[config.mk]
export PLATFORM = sky130hd
export DESIGN_NAME = cam_stream_gen_flat
export DESIGN_NICKNAME = d
export VERILOG_FILES = /design/src/rtl/cam_stream_gen_if.sv /design/src/rtl/cam_stream_gen.sv /design/src/flat_wrapper.sv
export SDC_FILE = /design/constraint.sdc
export NUM_CORES = 1
export LEC_CHECK = 0
export CORE_AREA = 2 2 65 67
export CTS_CLUSTER_SIZE = 8
export DETAILED_ROUTE_END_ITERATION = 8
export DIE_AREA = 0 0 67 69
export HOLD_SLACK_MARGIN = 0.05
export PLACE_DENSITY = 0.8
export SYNTH_ARGS = -nofsm -noshare
export SYNTH_HDL_FRONTEND = slang
export SYNTH_SLANG_ARGS = --single-unit
[constraint.sdc]
create_clock -name clk -period 3.8 [get_ports clk]
set_input_delay 0.76 -clock clk [delete_from_list [all_inputs] [get_ports clk]]
set_output_delay 0.76 -clock clk [all_outputs]
set_load 0.03 [all_outputs]
[src/rtl/cam_stream_gen_if.sv]
// Camera-side bus of the synthetic OV7670 source: pixel clock, line/frame sync, pixel byte.
// The generator drives it through master; the capture block samples it through slave.
interface cam_stream_gen_if;
    logic       CAM_pclk;
    logic       CAM_href;
    logic       CAM_vsync;
    logic [7:0] CAM_px_data;

    modport master (
        output CAM_pclk,
        output CAM_href,
        output CAM_vsync,
        output CAM_px_data
    );

    modport slave (
        input CAM_pclk,
        input CAM_href,
        input CAM_vsync,
        input CAM_px_data
    );
endinterface

[src/rtl/cam_stream_gen.sv]
// Synthetic OV7670-style QQVGA RGB444 colour-bar source, two bytes per pixel, pclk = clk/2.
// Optional macro CAM_GEN_SCROLL_EN: bars scroll one pixel left per frame.
module cam_stream_gen #(
    parameter int unsigned CAM_SCREEN_X = 160,
    parameter int unsigned CAM_SCREEN_Y = 120,
    parameter int unsigned VS_LINES     = 3,
    parameter int unsigned VBP_LINES    = 17,
    parameter int unsigned VFP_LINES    = 10,
    parameter int unsigned HBLANK       = 144
) (
    input  logic             clk,
    input  logic             rst,
    input  logic             en,
    cam_stream_gen_if.master cam,
    output logic             frame_done,
    output logic             busy
);

    localparam int unsigned LINE_T  = 2 * CAM_SCREEN_X + HBLANK;
    localparam int unsigned TOTAL_L = VS_LINES + VBP_LINES + CAM_SCREEN_Y + VFP_LINES;
    localparam int unsigned HW      = $clog2(LINE_T);
    localparam int unsigned VW      = $clog2(TOTAL_L);
    localparam int unsigned XW      = $clog2(CAM_SCREEN_X);

    localparam logic [HW-1:0] H_LAST   = HW'(LINE_T - 1);
    localparam logic [HW-1:0] H_ACT    = HW'(2 * CAM_SCREEN_X);
    localparam logic [VW-1:0] V_VBACK  = VW'(VS_LINES);
    localparam logic [VW-1:0] V_ACTIVE = VW'(VS_LINES + VBP_LINES);
    localparam logic [VW-1:0] V_VFRONT = VW'(VS_LINES + VBP_LINES + CAM_SCREEN_Y);
    localparam logic [VW-1:0] V_LAST   = VW'(TOTAL_L - 1);
    localparam logic [XW-1:0] BAR_DIV  = XW'(CAM_SCREEN_X / 8);

    typedef enum logic [2:0] {
        IDLE,
        VSYNC,
        VBACK,
        ACTIVE,
        VFRONT
    } state_t;

    state_t        state, state_nx;
    logic [HW-1:0] hcnt, hcnt_nx;
    logic [VW-1:0] vcnt, vcnt_nx;

    logic          pclk_q;
    logic          upd;
    logic          h_last;
    logic          v_last;
    logic          frame_end;

    logic          href_nx;
    logic          vsync_nx;
    logic [7:0]    data_nx;
    logic [XW-1:0] x_nx;
    logic [XW-1:0] xs_nx;
    logic [2:0]    bar_nx;
    logic [11:0]   rgb_nx;

    logic          href_q;
    logic          vsync_q;
    logic [7:0]    data_q;
    logic          busy_q;
    logic          done_q;

    // An update edge is the clk edge on which pclk falls.
    assign upd       = pclk_q;
    assign h_last    = (hcnt == H_LAST);
    assign v_last    = (vcnt == V_LAST);
    assign frame_end = (state == VFRONT) && h_last && v_last;

    always_ff @(posedge clk or posedge rst) begin
        if (rst) begin
            pclk_q <= 1'b0;
        end else begin
            pclk_q <= ~pclk_q;
        end
    end

    always_ff @(posedge clk or posedge rst) begin
        if (rst) begin
            state <= IDLE;
            hcnt  <= '0;
            vcnt  <= '0;
        end else begin
            state <= state_nx;
            hcnt  <= hcnt_nx;
            vcnt  <= vcnt_nx;
        end
    end

    always_comb begin
        state_nx = state;
        hcnt_nx  = hcnt;
        vcnt_nx  = vcnt;
        if (upd) begin
            if (state == IDLE) begin
                if (en) begin
                    state_nx = VSYNC;
                end
            end else if (!h_last) begin
                hcnt_nx = hcnt + 1'b1;
            end else begin
                hcnt_nx = '0;
                if (v_last) begin
                    vcnt_nx  = '0;
                    state_nx = en ? VSYNC : IDLE;
                end else begin
                    vcnt_nx = vcnt + 1'b1;
                    if (vcnt_nx == V_VFRONT) begin
                        state_nx = VFRONT;
                    end else if (vcnt_nx == V_ACTIVE) begin
                        state_nx = ACTIVE;
                    end else if (vcnt_nx == V_VBACK) begin
                        state_nx = VBACK;
                    end
                end
            end
        end
    end

`ifdef CAM_GEN_SCROLL_EN
    localparam logic [XW:0]   X_LIM  = (XW + 1)'(CAM_SCREEN_X);
    localparam logic [XW-1:0] X_LAST = XW'(CAM_SCREEN_X - 1);

    logic [XW-1:0] frame_cnt;
    logic [XW:0]   xsum;

    always_ff @(posedge clk or posedge rst) begin
        if (rst) begin
            frame_cnt <= '0;
        end else if (!upd && frame_end) begin
            frame_cnt <= (frame_cnt == X_LAST) ? '0 : frame_cnt + 1'b1;
        end
    end

    always_comb begin
        xsum  = {1'b0, x_nx} + {1'b0, frame_cnt};
        xs_nx = (xsum >= X_LIM) ? XW'(xsum - X_LIM) : XW'(xsum);
    end
`else
    always_comb begin
        xs_nx = x_nx;
    end
`endif

    // Outputs are decoded from the next counters and registered on the update edge.
    always_comb begin
        href_nx  = (state_nx == ACTIVE) && (hcnt_nx < H_ACT);
        vsync_nx = (state_nx == VSYNC);
        x_nx     = XW'(hcnt_nx >> 1);
        bar_nx   = 3'(xs_nx / BAR_DIV);
        rgb_nx   = 12'h000;
        case (bar_nx)
            3'd0: rgb_nx = 12'hFFF;
            3'd1: rgb_nx = 12'hFF0;
            3'd2: rgb_nx = 12'h0FF;
            3'd3: rgb_nx = 12'h0F0;
            3'd4: rgb_nx = 12'hF0F;
            3'd5: rgb_nx = 12'hF00;
            3'd6: rgb_nx = 12'h00F;
            3'd7: rgb_nx = 12'h000;
        endcase
        data_nx = '0;
        if (href_nx) begin
            data_nx = hcnt_nx[0] ? rgb_nx[7:0] : {4'h0, rgb_nx[11:8]};
        end
    end

    always_ff @(posedge clk or posedge rst) begin
        if (rst) begin
            href_q  <= 1'b0;
            vsync_q <= 1'b0;
            data_q  <= '0;
            busy_q  <= 1'b0;
        end else if (upd) begin
            href_q  <= href_nx;
            vsync_q <= vsync_nx;
            data_q  <= data_nx;
            busy_q  <= (state_nx != IDLE);
        end
    end

    // Raised on the edge before the final update edge, so the next vsync follows one clk later.
    always_ff @(posedge clk or posedge rst) begin
        if (rst) begin
            done_q <= 1'b0;
        end else begin
            done_q <= !upd && frame_end;
        end
    end

    assign cam.CAM_pclk    = pclk_q;
    assign cam.CAM_href    = href_q;
    assign cam.CAM_vsync   = vsync_q;
    assign cam.CAM_px_data = data_q;
    assign frame_done      = done_q;
    assign busy            = busy_q;

endmodule

[src/flat_wrapper.sv]
// flat-port wrapper written by rule: the top's interface ports become plain ports
module cam_stream_gen_flat 
#(
    parameter int unsigned CAM_SCREEN_X = 160,
    parameter int unsigned CAM_SCREEN_Y = 120,
    parameter int unsigned VS_LINES     = 3,
    parameter int unsigned VBP_LINES    = 17,
    parameter int unsigned VFP_LINES    = 10,
    parameter int unsigned HBLANK       = 144
)
  (clk, rst, en, frame_done, busy, cam_CAM_pclk, cam_CAM_href, cam_CAM_vsync, cam_CAM_px_data);
  cam_stream_gen_if cam_i ();
  input  logic clk;
  input  logic rst;
  input  logic en;
  output logic frame_done;
  output logic busy;
  output wire logic [$bits(cam_i.CAM_pclk)-1:0] cam_CAM_pclk;
  output wire logic [$bits(cam_i.CAM_href)-1:0] cam_CAM_href;
  output wire logic [$bits(cam_i.CAM_vsync)-1:0] cam_CAM_vsync;
  output wire logic [$bits(cam_i.CAM_px_data)-1:0] cam_CAM_px_data;
  assign cam_CAM_pclk = cam_i.CAM_pclk;
  assign cam_CAM_href = cam_i.CAM_href;
  assign cam_CAM_vsync = cam_i.CAM_vsync;
  assign cam_CAM_px_data = cam_i.CAM_px_data;
  cam_stream_gen #(.CAM_SCREEN_X(CAM_SCREEN_X), .CAM_SCREEN_Y(CAM_SCREEN_Y), .VS_LINES(VS_LINES), .VBP_LINES(VBP_LINES), .VFP_LINES(VFP_LINES), .HBLANK(HBLANK)) u_core (.clk(clk), .rst(rst), .en(en), .cam(cam_i), .frame_done(frame_done), .busy(busy));
endmodule
After elaboration in Yosys (flattened, before gate mapping)
Memories as Yosys holds them, arrays and structs flattened. Cells that the tools add are included. W data, S select, Z words.

Bits in registers: 33. Bits in read-only memories: 96. Logic and storage cells: 47. Memories: 1.

Add/sub/neg operators: 2. Div/mod/pow operators: 1. $lt $le $gt $ge: 1. Eq/ne operators: 8. Multiplexer cells: 15. Bitwise gates (word level): 2. Reduce and logical (&&, ||, !) cells: 8.

Memories: (no name shown) (depth 8, width 12, rd ports 1, clocked after Yosys merged registers in 0, write ports 0, RTL line cam_stream_gen.sv:153) `case (bar_nx)`.

Operator list (number): $mux W9 (3); $mux W3 (8); $mux W8 (3); $eq A8 B8 Y1 const B (2); $add A9 B1 Y9 const B (1); $eq A9 B9 Y1 const B (1); $lt A9 B9 Y1 const B (1); $add A8 B1 Y8 const B (1); $div A8 B5 Y8 const B (1); $eq A8 B2 Y1 const B (1); $eq A8 B5 Y1 const B (1); $logic_and A1 B1 Y1 (4); $eq A3 B1 Y1 const B (1); $eq A3 B2 Y1 const B (1); $eq A3 B3 Y1 const B (1); $logic_not A3 Y1 (1); $reduce_and A3 Y1 (1); $reduce_bool A3 Y1 (1); $not A1 Y1 (2); $logic_not A1 Y1 (1); $mux W1 (1).

Depth between registers and ports, before layout
Gate-level depths: netlist of the first run.

Word-level depth: 12. Gate-level depth with buffers: 10. Mapped depth without buffers: 10.

Worst setup path before layout of the first run
No wires, ideal clock.

Path type: flip-flop to flip-flop. Start point: register u_core.vcnt[0]. End point: register u_core.data_q[3], in the netlist u_core.cam.CAM_px_data[3]. Setup time: 104 ps. Arrival time: 2607 ps. Setup slack: 1089 ps. Stages on the path, launching flop included: 10. Path buffers: 1. Clock period less this slack: 2711 ps. Path through: dfrtp_1 > ha_1 > buf_6 > or4b_1 > a211oi_2 > o221ai_2 > o41ai_1 > a221o_2 > nand4b_1 > o41ai_2.

Cells in the longest elaborated chain, start to end: 12. Elaborated cells between the ends (all ways): 15. Those cells by class: 1 x add/sub; 5 x eq/ne; 8 x mux; 1 x reduce/logical.

Ends and longest elaborated chain: start: declaration (RTL line cam_stream_gen.sv:43) `logic [VW-1:0] vcnt, vcnt_nx;`; start signal: assignment (RTL line cam_stream_gen.sv:87) `vcnt <= vcnt_nx;`; $add A8 B1 Y8 (RTL line cam_stream_gen.sv:108) `vcnt_nx = vcnt + 1'b1;`; $eq A8 B2 Y1 (RTL line cam_stream_gen.sv:113) `end else if (vcnt_nx == V_VBACK) begin`; $mux W3 (RTL line cam_stream_gen.sv:113); $mux W3 (RTL line cam_stream_gen.sv:111) `end else if (vcnt_nx == V_ACTIVE) begin`; $mux W3 (RTL line cam_stream_gen.sv:109) `if (vcnt_nx == V_VFRONT) begin`; $mux W3 (*) (RTL line cam_stream_gen.sv:104) `if (v_last) begin`; $mux W3 (*) (RTL line cam_stream_gen.sv:100) `end else if (!h_last) begin`; $mux W3 (*) (RTL line cam_stream_gen.sv:96) `if (state == IDLE) begin`; $mux W3 (*) (RTL line cam_stream_gen.sv:95) `if (upd) begin`; named net u_core.state_nx[0] (RTL line cam_stream_gen.sv:41) `state_t state, state_nx;`; $eq A3 B2 Y1 (*) (RTL line cam_stream_gen.sv:148) `href_nx = (state_nx == ACTIVE) && (hcnt_nx < H_ACT);`; $logic_and A1 B1 Y1 (*) (RTL line cam_stream_gen.sv:148); $mux W8 (*) (RTL line cam_stream_gen.sv:164) `if (href_nx) begin`; end signal: assignment (RTL line cam_stream_gen.sv:178) `data_q <= data_nx;`; end: declaration (RTL line cam_stream_gen.sv:61) `logic [7:0] data_q;`.

The timed path passes the listed nets; every way through them passes the cells marked *. A chain may end at the register's enable or synchronous reset.

Worst setup path in the final report of the first run
Start point: register u_core.hcnt[0]. End point: register u_core.data_q[3], in the netlist u_core.cam.CAM_px_data[3].

Cells in the longest elaborated chain, start to end: 8. Elaborated cells between the ends (all ways): 15. Those cells by class: 1 x add/sub; 1 x div; 1 x order compare; 2 x eq/ne; 8 x mux; 1 x reduce/logical; 1 x memory.

Ends and longest elaborated chain: start: declaration (RTL line cam_stream_gen.sv:42) `logic [HW-1:0] hcnt, hcnt_nx;`; start signal: assignment (RTL line cam_stream_gen.sv:86) `hcnt <= hcnt_nx;`; $add A9 B1 Y9 or $eq A9 B9 Y1 (tied branches) (RTL line cam_stream_gen.sv:101, cam_stream_gen.sv:67); $mux W9 (*) (RTL line cam_stream_gen.sv:100); $mux W9 (*) (RTL line cam_stream_gen.sv:96); $mux W9 (*) (RTL line cam_stream_gen.sv:95); named net u_core.hcnt_nx[6] (RTL line cam_stream_gen.sv:42); $div A8 B5 Y8 (RTL line cam_stream_gen.sv:151) `bar_nx = 3'(xs_nx / BAR_DIV);`; $mem_v2 Z8 W12; $mux W8 (RTL line cam_stream_gen.sv:165) `data_nx = hcnt_nx[0] ? rgb_nx[7:0] : {4'h0, rgb_nx[11:8]};`; $mux W8 (*) (RTL line cam_stream_gen.sv:164).

Marks and branches as above.

==> summary.txt, run 1 <==
Run status
  – Status: finished clean

Global routing
  – Met2 Usage GRT: 28.82%
  – Vias in the first global route: 1512
  – Met1 Use GR: 29.25%
  – Met3 Resource Use GR: 1.958%
  – Largest net degree at the start of global routing: 28
  – GRT busiest layer: met1
  – Initial antenna violation count: 0
  – Congestion Overflow GR: 0
  – First-pass GRT wire length: 7044 µm
  – Total GRT Usage: 19.35%

Route
  – Vias per cell: 6.040
  – Routed Antenna Nets: 0
  – Via count: 1661
  – Routed WL per cell: 15.16 µm
  – Post-Route WL: 4169 µm
  – Remaining DRCs: 0
  – Initial DRC Count: 173
  – Drt pass-1 iters: 4

Power and ir drop
  – Net Switching: 347.9 µW
  – LEAKAGE: 0.8218 nW
  – Comb power frac: 38.1%
  – Net Sw Frac: 39.74%
  – Pwr Density: 417.7 nW/µm²
  – Sequential power share: 42.8%
  – Cell internal pwr: 527.5 µW
  – Total power: 875.4 µW
  – Max rail drop VDD: 0.0002320 V
  – Clk pwr share: 19.1%

Final layout
  – Footprint of the multi-input gates: 1090 µm²
  – Filler Cells Inserted: 373
  – Area Overhead vs Synth: 9.049%
  – Diodes inserted: 0
  – Share of post-route cells with drive strength above 1: 10.22%
  – Reg area: 675.6 µm²
  – Final core utilization: 53.55%
  – Nets: 233

Floorplan
  – Die W: 67 µm
  – Starting density of the core: 49.10%
  – Row count: 23
  – Chip height: 69 µm
  – Core Region: 3914 µm²
  – Die ar.: 4623 µm²
  – Number of I/O pins: 16

Timing
  – RSZ-0062 raised after global routing: no
  – Slew margin rel.: 29.86%
  – Setup violations, final: 0
  – Min Tclk post-route: 2958 ps
  – Slew Viols, Final: 0
  – Crit share post-route: 77.84%
  – Fin. Hold Viols: 0
  – Slew @ Worst Pin: 1051 ps
  – Clock Skews: 4.903 ps
  – Total negative slack: 0 ps
  – Peak Freq: 0.3381 GHz

CTS
  – Post-CTS setup repair buffer count: 0
  – Bufs on Longest Clock Path: 2
  – Hold buffers post-CTS: 0
  – Root buf cell: clkbuf_8
  – Cts repair resizes: 0
  – CTS Buf Count: 3
  – H-tree level count: 1
  – Clk Latency, worst-skew pair: 280 ps
  – CTS tree: done
  – Clock Sinks: 27
  – Reg clk slew, reported paths: 100 ps

Logic synthesis
  – Async S/R FF share, synth: 100.0%
  – Unique masters post-synth: 60
  – Synth Instances: 221
  – Post-Syn Area: 1922 µm²
  – Avg Cell Area, Syn: 8.696 µm²
  – Ys flop type: dfrtp_1
  – Post-Syn Nets: 228
  – Yosys warning total: 0
  – Post-synth EDFFs: 0
  – Seq/Total Area, Yosys: 35.16%
  – Flops & latches, synth: 27

Job
  – Max-cap viol count: 0

Worst setup path
  – Critical Path End Type: register
  – CP Class: register to register
  – Startpoint types: register
  – Required time worst endpoint: 3990 ps
  – Critical Path Fanout Max: 14
  – Critical Path AT: 3140 ps

Placed design
  – HPWL after DPL: 3007 µm
  – PortBufs: 15
  – RD Place Congestion: 0.9252

Worst hold path
  – Min-Delay Path Class: register to register
==> cell usage after synthesis (all sizes together) (2+ instances only) <==
| cell | instances | area [µm²] |
|---|---|---|
| dfrtp | 27 | 675.7 |
| nand2 | 26 | 97.59 |
| o21ai | 21 | 105.1 |
| inv | 17 | 63.81 |
| a21oi | 11 | 55.05 |
| nor2 | 10 | 40.04 |
| nor3 | 10 | 61.31 |
| buf | 9 | 66.31 |
| clkbuf | 7 | 26.28 |
| or3 | 7 | 45.05 |
| nand3 | 6 | 30.03 |
| ha | 4 | 50.05 |
| nand4b | 4 | 35.03 |
| o311ai | 4 | 50.05 |
| o31ai | 4 | 35.03 |
| xnor2 | 4 | 35.03 |
| a31oi | 3 | 18.77 |
| nand2b | 3 | 18.77 |
| nor2b | 3 | 18.77 |
| o311a | 3 | 30.03 |
| and2 | 2 | 12.51 |
| and3 | 2 | 12.51 |
| maj3 | 2 | 20.02 |
| mux2 | 2 | 26.27 |
| nand4 | 2 | 12.51 |
| nor3b | 2 | 15.01 |
| nor4 | 2 | 12.51 |
| nor4b | 2 | 32.53 |
| o31a | 2 | 18.77 |
| o41ai | 2 | 25.03 |
| or4 | 2 | 15.01 |
==> flip-flops by register name, indices dropped and copies added, names as in the netlist <==
name	count
u_core.cam.CAM_px_data	2
u_core.cam.CAM_href	1
u_core.cam.CAM_pclk	1
u_core.state	3
u_core.busy	1
u_core.vcnt	8
u_core.cam.CAM_vsync	1
u_core.hcnt	9
u_core.frame_done	1
==> layout make-up <==
cell class | instances | share of cell area (%)
clock inverters | 1 | 0.2388
clock buffers | 3 | 1.970
flip-flops and latches | 27 | 32.24
well taps | 50 | 2.985
multi-input cells | 161 | 52.00
inverters | 17 | 3.045
repair buffers | 16 | 7.522
==> stage by stage <==
step,hold WS [ps],setup slack (ps),std cells,instance area [µm²]
after global placement,514.7,955.9,271,2049
after floorplan,494.2,1089,221,1922
after detailed placement,498.1,882.9,271,2049
final,529.3,842.1,275,2096
after global routing,560.5,607.5,275,2096
after CTS,535.3,864.8,275,2096
==> worst max-delay path, cell delays in order (launching register included) <==
cell and delay [ps]:
dfrtp_1 420, ha_1 210, nand4b_1 280, nor2_2 370, nand2_1 360, nand2_1 260, inv_2 100, or3_1 370
o311ai_2 90, a221oi_2 110, o41ai_2 300
==> cells in the final DEF, fill, tap and decap left out, drive strengths merged, types with 4 or more instances in the layout <==
master         count
dfrtp             27
nand2             26
o21ai             21
inv               17
clkdlybuf4s50     15
a21oi             11
nor3              10
nor2              10
or3                7
nand3              6
nand4b             4
xnor2              4
ha                 4
o31ai              4
o311ai             4
==> layer usage <==
layer	routed length, µm	vias to the layer above
met3	248	4
met5	0	-
li1	-	815
met1	2009	777
met4	55	0
met2	1856	65
==> cells by family (layout without fill, tap and decap cells) <==
family	count (synthesis)	count (layout)	synth area share, %
simple gates	86	86	25.33
compound gates	62	62	24.09
mux	2	2	1.367
buf+inv	33	37	8.138
xor+xnor	5	5	2.279
flops	27	27	35.16
fa+ha+maj	6	6	3.646
==> final timing paths <==
kind / start / to / slack, ps / cells after the start
min in group asynchronous: rst / u_core.cam.CAM_pclk / 1040 / 2
min: u_core.cam.CAM_vsync / u_core.cam.CAM_vsync / 530 / 1
max: u_core.hcnt[0] / u_core.cam.CAM_px_data[3] / 840 / 10
max in group asynchronous: rst / u_core.state[0] / 2130 / 2
min reg2reg: u_core.cam.CAM_vsync / u_core.cam.CAM_vsync / 530 / 1
max reg2reg: u_core.hcnt[0] / u_core.cam.CAM_px_data[3] / 840 / 10
==> power groups by stage <==
stage / clock [mW] / sequential (mW) / combinational [mW]
2_1_floorplan: 0 / 0.369 / 0.261
3_3_place_gp: 0 / 0.376 / 0.319
3_5_place_dp: 0 / 0.380 / 0.328
4_1_cts: 0.173 / 0.374 / 0.330
5_1_grt: 0.188 / 0.384 / 0.372
6_report: 0.167 / 0.375 / 0.333
Note: power is estimated with default switching activity, not from simulation.
==> run 2, diff against run 1 <==
PLACE_DENSITY = 0.83   (was 0.8)
clock period = 2.65 ns   (was 3.8 ns; I/O delays follow)
==> run 2 against run 1 <==
Compared with the run above: the run now ends with negative setup slack left; worst setup slack lost 860 ps; fmax grew 11%; clock-buffer cell count is the same; register-to-register slack lost 860 ps; wire length grew 4.8%; largest power group unchanged.
==> summary.txt, run 2 (synthesis results as in run 1) <==
Timing
  – Slew margin rel.: 59.56%
  – Fin. Hold Viols: 0
  – Final WS setup: -18.32 ps
  – Min Tclk post-route: 2668 ps
  – Crit share post-route: 100.7%
  – RSZ-0062 raised after global routing: yes
  – Fin Hold WS: 506.9 ps
  – Clock Skews: 4.364 ps
  – Peak Freq: 0.3748 GHz
  – Setup violations, final: 1
  – Slew Viols, Final: 0
  – Slew @ Worst Pin: 599.1 ps
  – Total negative slack: -18.32 ps

CTS
  – CTS tree: done
  – CTS Buf Count: 3
  – Reg clk slew, reported paths: 100 ps
  – Clk Latency, worst-skew pair: 290 ps
  – Bufs on Longest Clock Path: 2
  – H-tree level count: 1
  – Clock Sinks: 27
  – Hold buffers post-CTS: 0
  – Root buf cell: clkbuf_8

Worst setup path
  – Crit path cell chain: ha_2 -> or4b_4 -> a211oi_2 -> o221ai_2 -> o311a_1 -> a221o_2 -> buf_4 -> a32o_1
  – Critical Path AT: 2850 ps
  – Required time worst endpoint: 2840 ps
  – Critical Path End Type: register
  – Critical Path Fanout Max: 3
  – Worst path max stage delay: 540 ps
  – Startpoint types: register
  – Worst path slowest cell: or4b_4
  – CP Class: register to register

Job
  – Max-cap viol count: 0

Final layout
  – Largest registers: u_core.hcnt: 9 flops, u_core.vcnt: 8 flops, u_core.state: 3 flops
  – Commonest non-fill, non-tap cell in the layout: dfrtp_1
  – Reg area: 675.6 µm²
  – Diodes inserted: 0
  – Largest reg by FF count: u_core.hcnt
  – Max reg flops: 9
  – Most frequent cells in the layout: dfrtp_1, nand2_1, buf_4
  – Fin area: 2265 µm²
  – Footprint of the multi-input gates: 1106 µm²
  – Area Overhead vs Synth: 17.84%
  – Nets: 253
  – Share of post-route cells with drive strength above 1: 19.18%
  – Filler Cells Inserted: 348

Route
  – Post-Route WL: 4370 µm
  – Routed Antenna Nets: 0
  – Remaining DRCs: 0
  – Vias per cell: 6.047
  – Routed WL per cell: 14.81 µm
  – Via count: 1784
  – Drt pass-1 iters: 4
  – Initial DRC Count: 121

Power and ir drop
  – Net Switching: 509.8 µW
  – Comb power frac: 40.2%
  – Clk pwr share: 19.0%
  – LEAKAGE: 0.9166 nW
  – Cell internal pwr: 789.6 µW
  – Pwr Density: 573.8 nW/µm²
  – Max rail drop VDD: 0.0003146 V
  – Net Sw Frac: 39.23%
  – Sequential power share: 40.8%

Placed design
  – HPWL after DPL: 3212 µm
  – PortBufs: 15
  – RD Place Congestion: 0.8827
  – Placed instance area: 2195 µm²

Floorplan
  – Die W: 67 µm
  – Row count: 23
  – Die ar.: 4623 µm²
  – Chip height: 69 µm
  – Starting density of the core: 49.10%
  – Core Region: 3914 µm²
  – Number of I/O pins: 16

Global routing
  – Total GRT Usage: 21.16%
  – First-pass GRT wire length: 7755 µm
  – Congestion Overflow GR: 0
  – Largest net degree at the start of global routing: 28
  – Initial antenna violation count: 0
  – Vias in the first global route: 1667

Run status
  – Failing checks: negative setup slack
  – Status: complete, but fails checks

Worst hold path
  – Min-Delay Path Class: register to register
-- run 2: layout make-up --
cell class,count,area share (%)
inverter,17,2.818
timing repair buffer,36,13.59
sequential,27,29.83
clock buffer,3,1.823
clock inverter,1,0.3315
tap,50,2.762
multi-input combinational,161,48.84
-- run 2: worst max-delay path, delay by kind of cell, from the launching register on --
family	cells	cell delay, ps
AOI/OAI and AO/OA	5	1290
buffers and inverters	1	150
adders and majority gates	1	190
and+or+nand+nor	1	540
DFF	1	400
-- run 2: per-layer routing --
metal	global-route usage [%]	share of wire [%]	wire [µm]	vias up
met1	30.14	46	1995	880
met3	2.610	4.6	203	5
met2	32.89	48	2103	46
met4	7.256	1.5	67	0
met5	0	0	0	-
li1	-	-	-	853
-- run 2: final timing paths --
kind                                            from              endpoint  slack [ps]  depth (start not counted)
worst min-delay path            u_core.cam.CAM_vsync  u_core.cam.CAM_vsync         510                          1
worst min register to register  u_core.cam.CAM_vsync  u_core.cam.CAM_vsync         510                          1
worst max register to register        u_core.vcnt[1]  u_core.cam.CAM_vsync         -20                          8
min in group asynchronous                        rst       u_core.state[2]         580                          3
max in group asynchronous                        rst        u_core.hcnt[0]        1800                          3
worst max-delay path                  u_core.vcnt[1]  u_core.cam.CAM_vsync         -20                          8
-- run 2: what timing repair did --
item,4_1_cts,5_1_grt
setup endpoints to repair,1,4
setup buffers,0,1
gates resized for setup,1,2
pin swaps,1,4
-- run 2: power by group through the flow --
stage | clock [mW] | combinational (mW) | sequential (mW)
detailed placement | 0 | 0.511 | 0.536
global placement | 0 | 0.496 | 0.532
global route | 0.267 | 0.590 | 0.540
CTS | 0.250 | 0.515 | 0.528
floorplan | 0 | 0.374 | 0.530
finish | 0.247 | 0.522 | 0.530
-- run 2: stage by stage --
stage	cells	worst slack, ps	utilization [%]	power, mW
floorplan	221	-5.425	-	0.9031
global placement	290	63.13	56.07	1.028
detailed placement	290	31.14	56.07	1.047
CTS	294	38.10	57.51	1.293
global route	295	-141.7	57.86	1.396
finish	295	-18.32	57.86	1.299
==> RTL change, RTL diff (config.mk and constraints of run 2) <==
One comparison of `vcnt` changes from == to >=.
--- a/src/rtl/cam_stream_gen.sv
+++ b/src/rtl/cam_stream_gen.sv
@@ -65,7 +65,7 @@
     // An update edge is the clk edge on which pclk falls.
     assign upd       = pclk_q;
     assign h_last    = (hcnt == H_LAST);
-    assign v_last    = (vcnt == V_LAST);
+    assign v_last    = (vcnt >= V_LAST);
     assign frame_end = (state == VFRONT) && h_last && v_last;
 
     always_ff @(posedge clk or posedge rst) begin
Function: no difference found for any inputs over 10 cycles, from zero or initial values and one cycle with rst high; that may be too few to reach the edited logic, so the function may still have changed.
==> RTL change against run 2 <==
  * Design area decreased by 0.33%
  * Total power decreased by 17%
  * Wire length increased by 1.1%
  * Via count decreased by 1.3%
  * Combinational power decreased by 37%
  * Maximum frequency increased by 5.0%
  * Critical path depth increased by 1
  * Sequential cell count unchanged
  * Setup slack improved by 0.13 ns
  * Worst hold slack improved by 0.0059 ns
  * Synthesized area decreased by 0.78%
  * Global-route usage decreased by 0.49 points
==> RTL change: results (changes against run 2) <==
stage;metric;value;unit;change
cts;clock root cell;clkbuf_8;;
power_and_ir_drop;P_int;0.000717;W;-9.3%
placement;area post-placement;0.00215;mm^2;-2.1%
setup_path;WP data required;2.81;ns;-0.03 ns
power_and_ir_drop;Comb power frac;0.304;;-0.098
setup_path;CP max stage cell;or4_1;;
cells_and_area;fin cells;296;;+0.34%
placement;routability cong.;0.906;;+2.7%
power_and_ir_drop;Max IR drop VDD;0.280;mV;-11%
setup_path;Worst R2R Start;u_core.hcnt[0];;
cts;insertion delay to the later sink of the worst-skew pair;0.27;ns;-0.02 ns
placement;Place WS;-0.0213;ns;-0.0524 ns
setup_path;CP max stage delay;0.52;ns;-0.02 ns
sta;fin crit share;0.959;;-0.0479
setup_path;Reg-to-Reg End;u_core.cam.CAM_px_data[3];;
placement;DPL Wire Length;3340;um;+4.1%
logic_synthesis;Area contributors post-synth;dfrtp_1 (35%), o21ai_0 (4.5%), nand2_1 (4.3%);;
setup_path;critical path fanouts, max;10;;+7
cells_and_area;Layout area overhead;18.4;%;
setup_path;R2R cell count;9;;+1
logic_synthesis;Post-Syn Nets;234;;+2.6%
power_and_ir_drop;Logic power comb;0.000328;W;-37%
outcome;status;complete, no violations;;
cells_and_area;multi-input logic area;0.00110;mm^2;-0.91%
cells_and_area;Seq. cell area;678;um^2;+0.37%
route;first-iteration detailed-routing DRC count;150;;+24%
cells_and_area;clk cell area share;0.0216;;+0.0000717
cells_and_area;Layout fillers;349;;+0.29%
cells_and_area;comb_multi_in;162;;+0.62%
cells_and_area;final-layout non-clock buffer area share;0.136;;+0.000452
cells_and_area;Final #Nets;255;;+0.79%
power_and_ir_drop;Leak;0.911;nW;-0.61%
power_and_ir_drop;clock share of power;0.222;;+0.032
setup_path;r2r setup slk;0.11;ns;+0.13 ns
route;Routed wire per std cell;14.9;um;+0.78%
cells_and_area;share of cells above drive strength 1;0.171;;-0.0211
RTL change: cell types whose count changed in the layout (fill, tap and decap cells not counted), moves of 3 or more:
cell	change
a21oi_1	-10
ha_1	+3
nand2_1	-4
nand3_1	+4
o211ai_1	+7
o21a_1	+6
o21ai_0	-3
o311a_1	-3
o31ai_1	+3
or2_2	+3
or3_1	-4
RTL change: logic make-up after synthesis:
logic type                 after synthesis  share of synthesized area
AOI/OAI and AO/OA                       67                      0.256
xor gates and xnor gates                 5                     0.0269
adders and majority gates                6                     0.0381
buffers and inverters                   37                     0.0925
DFF                                     27                      0.354
and+or+nand+nor                         84                      0.232
RTL change: layer usage:
| metal | share of wire | up-vias | routed length, um | track usage |
|---|---|---|---|---|
| met2 | 0.50 | 34 | 2200 | 0.349 |
| met5 | 0 | - | 0 | 0 |
| li1 | - | 856 | - | - |
| met1 | 0.45 | 856 | 1970 | 0.268 |
| met4 | 0.031 | 0 | 137 | 0.0839 |
| met3 | 0.024 | 14 | 105 | 0.0147 |
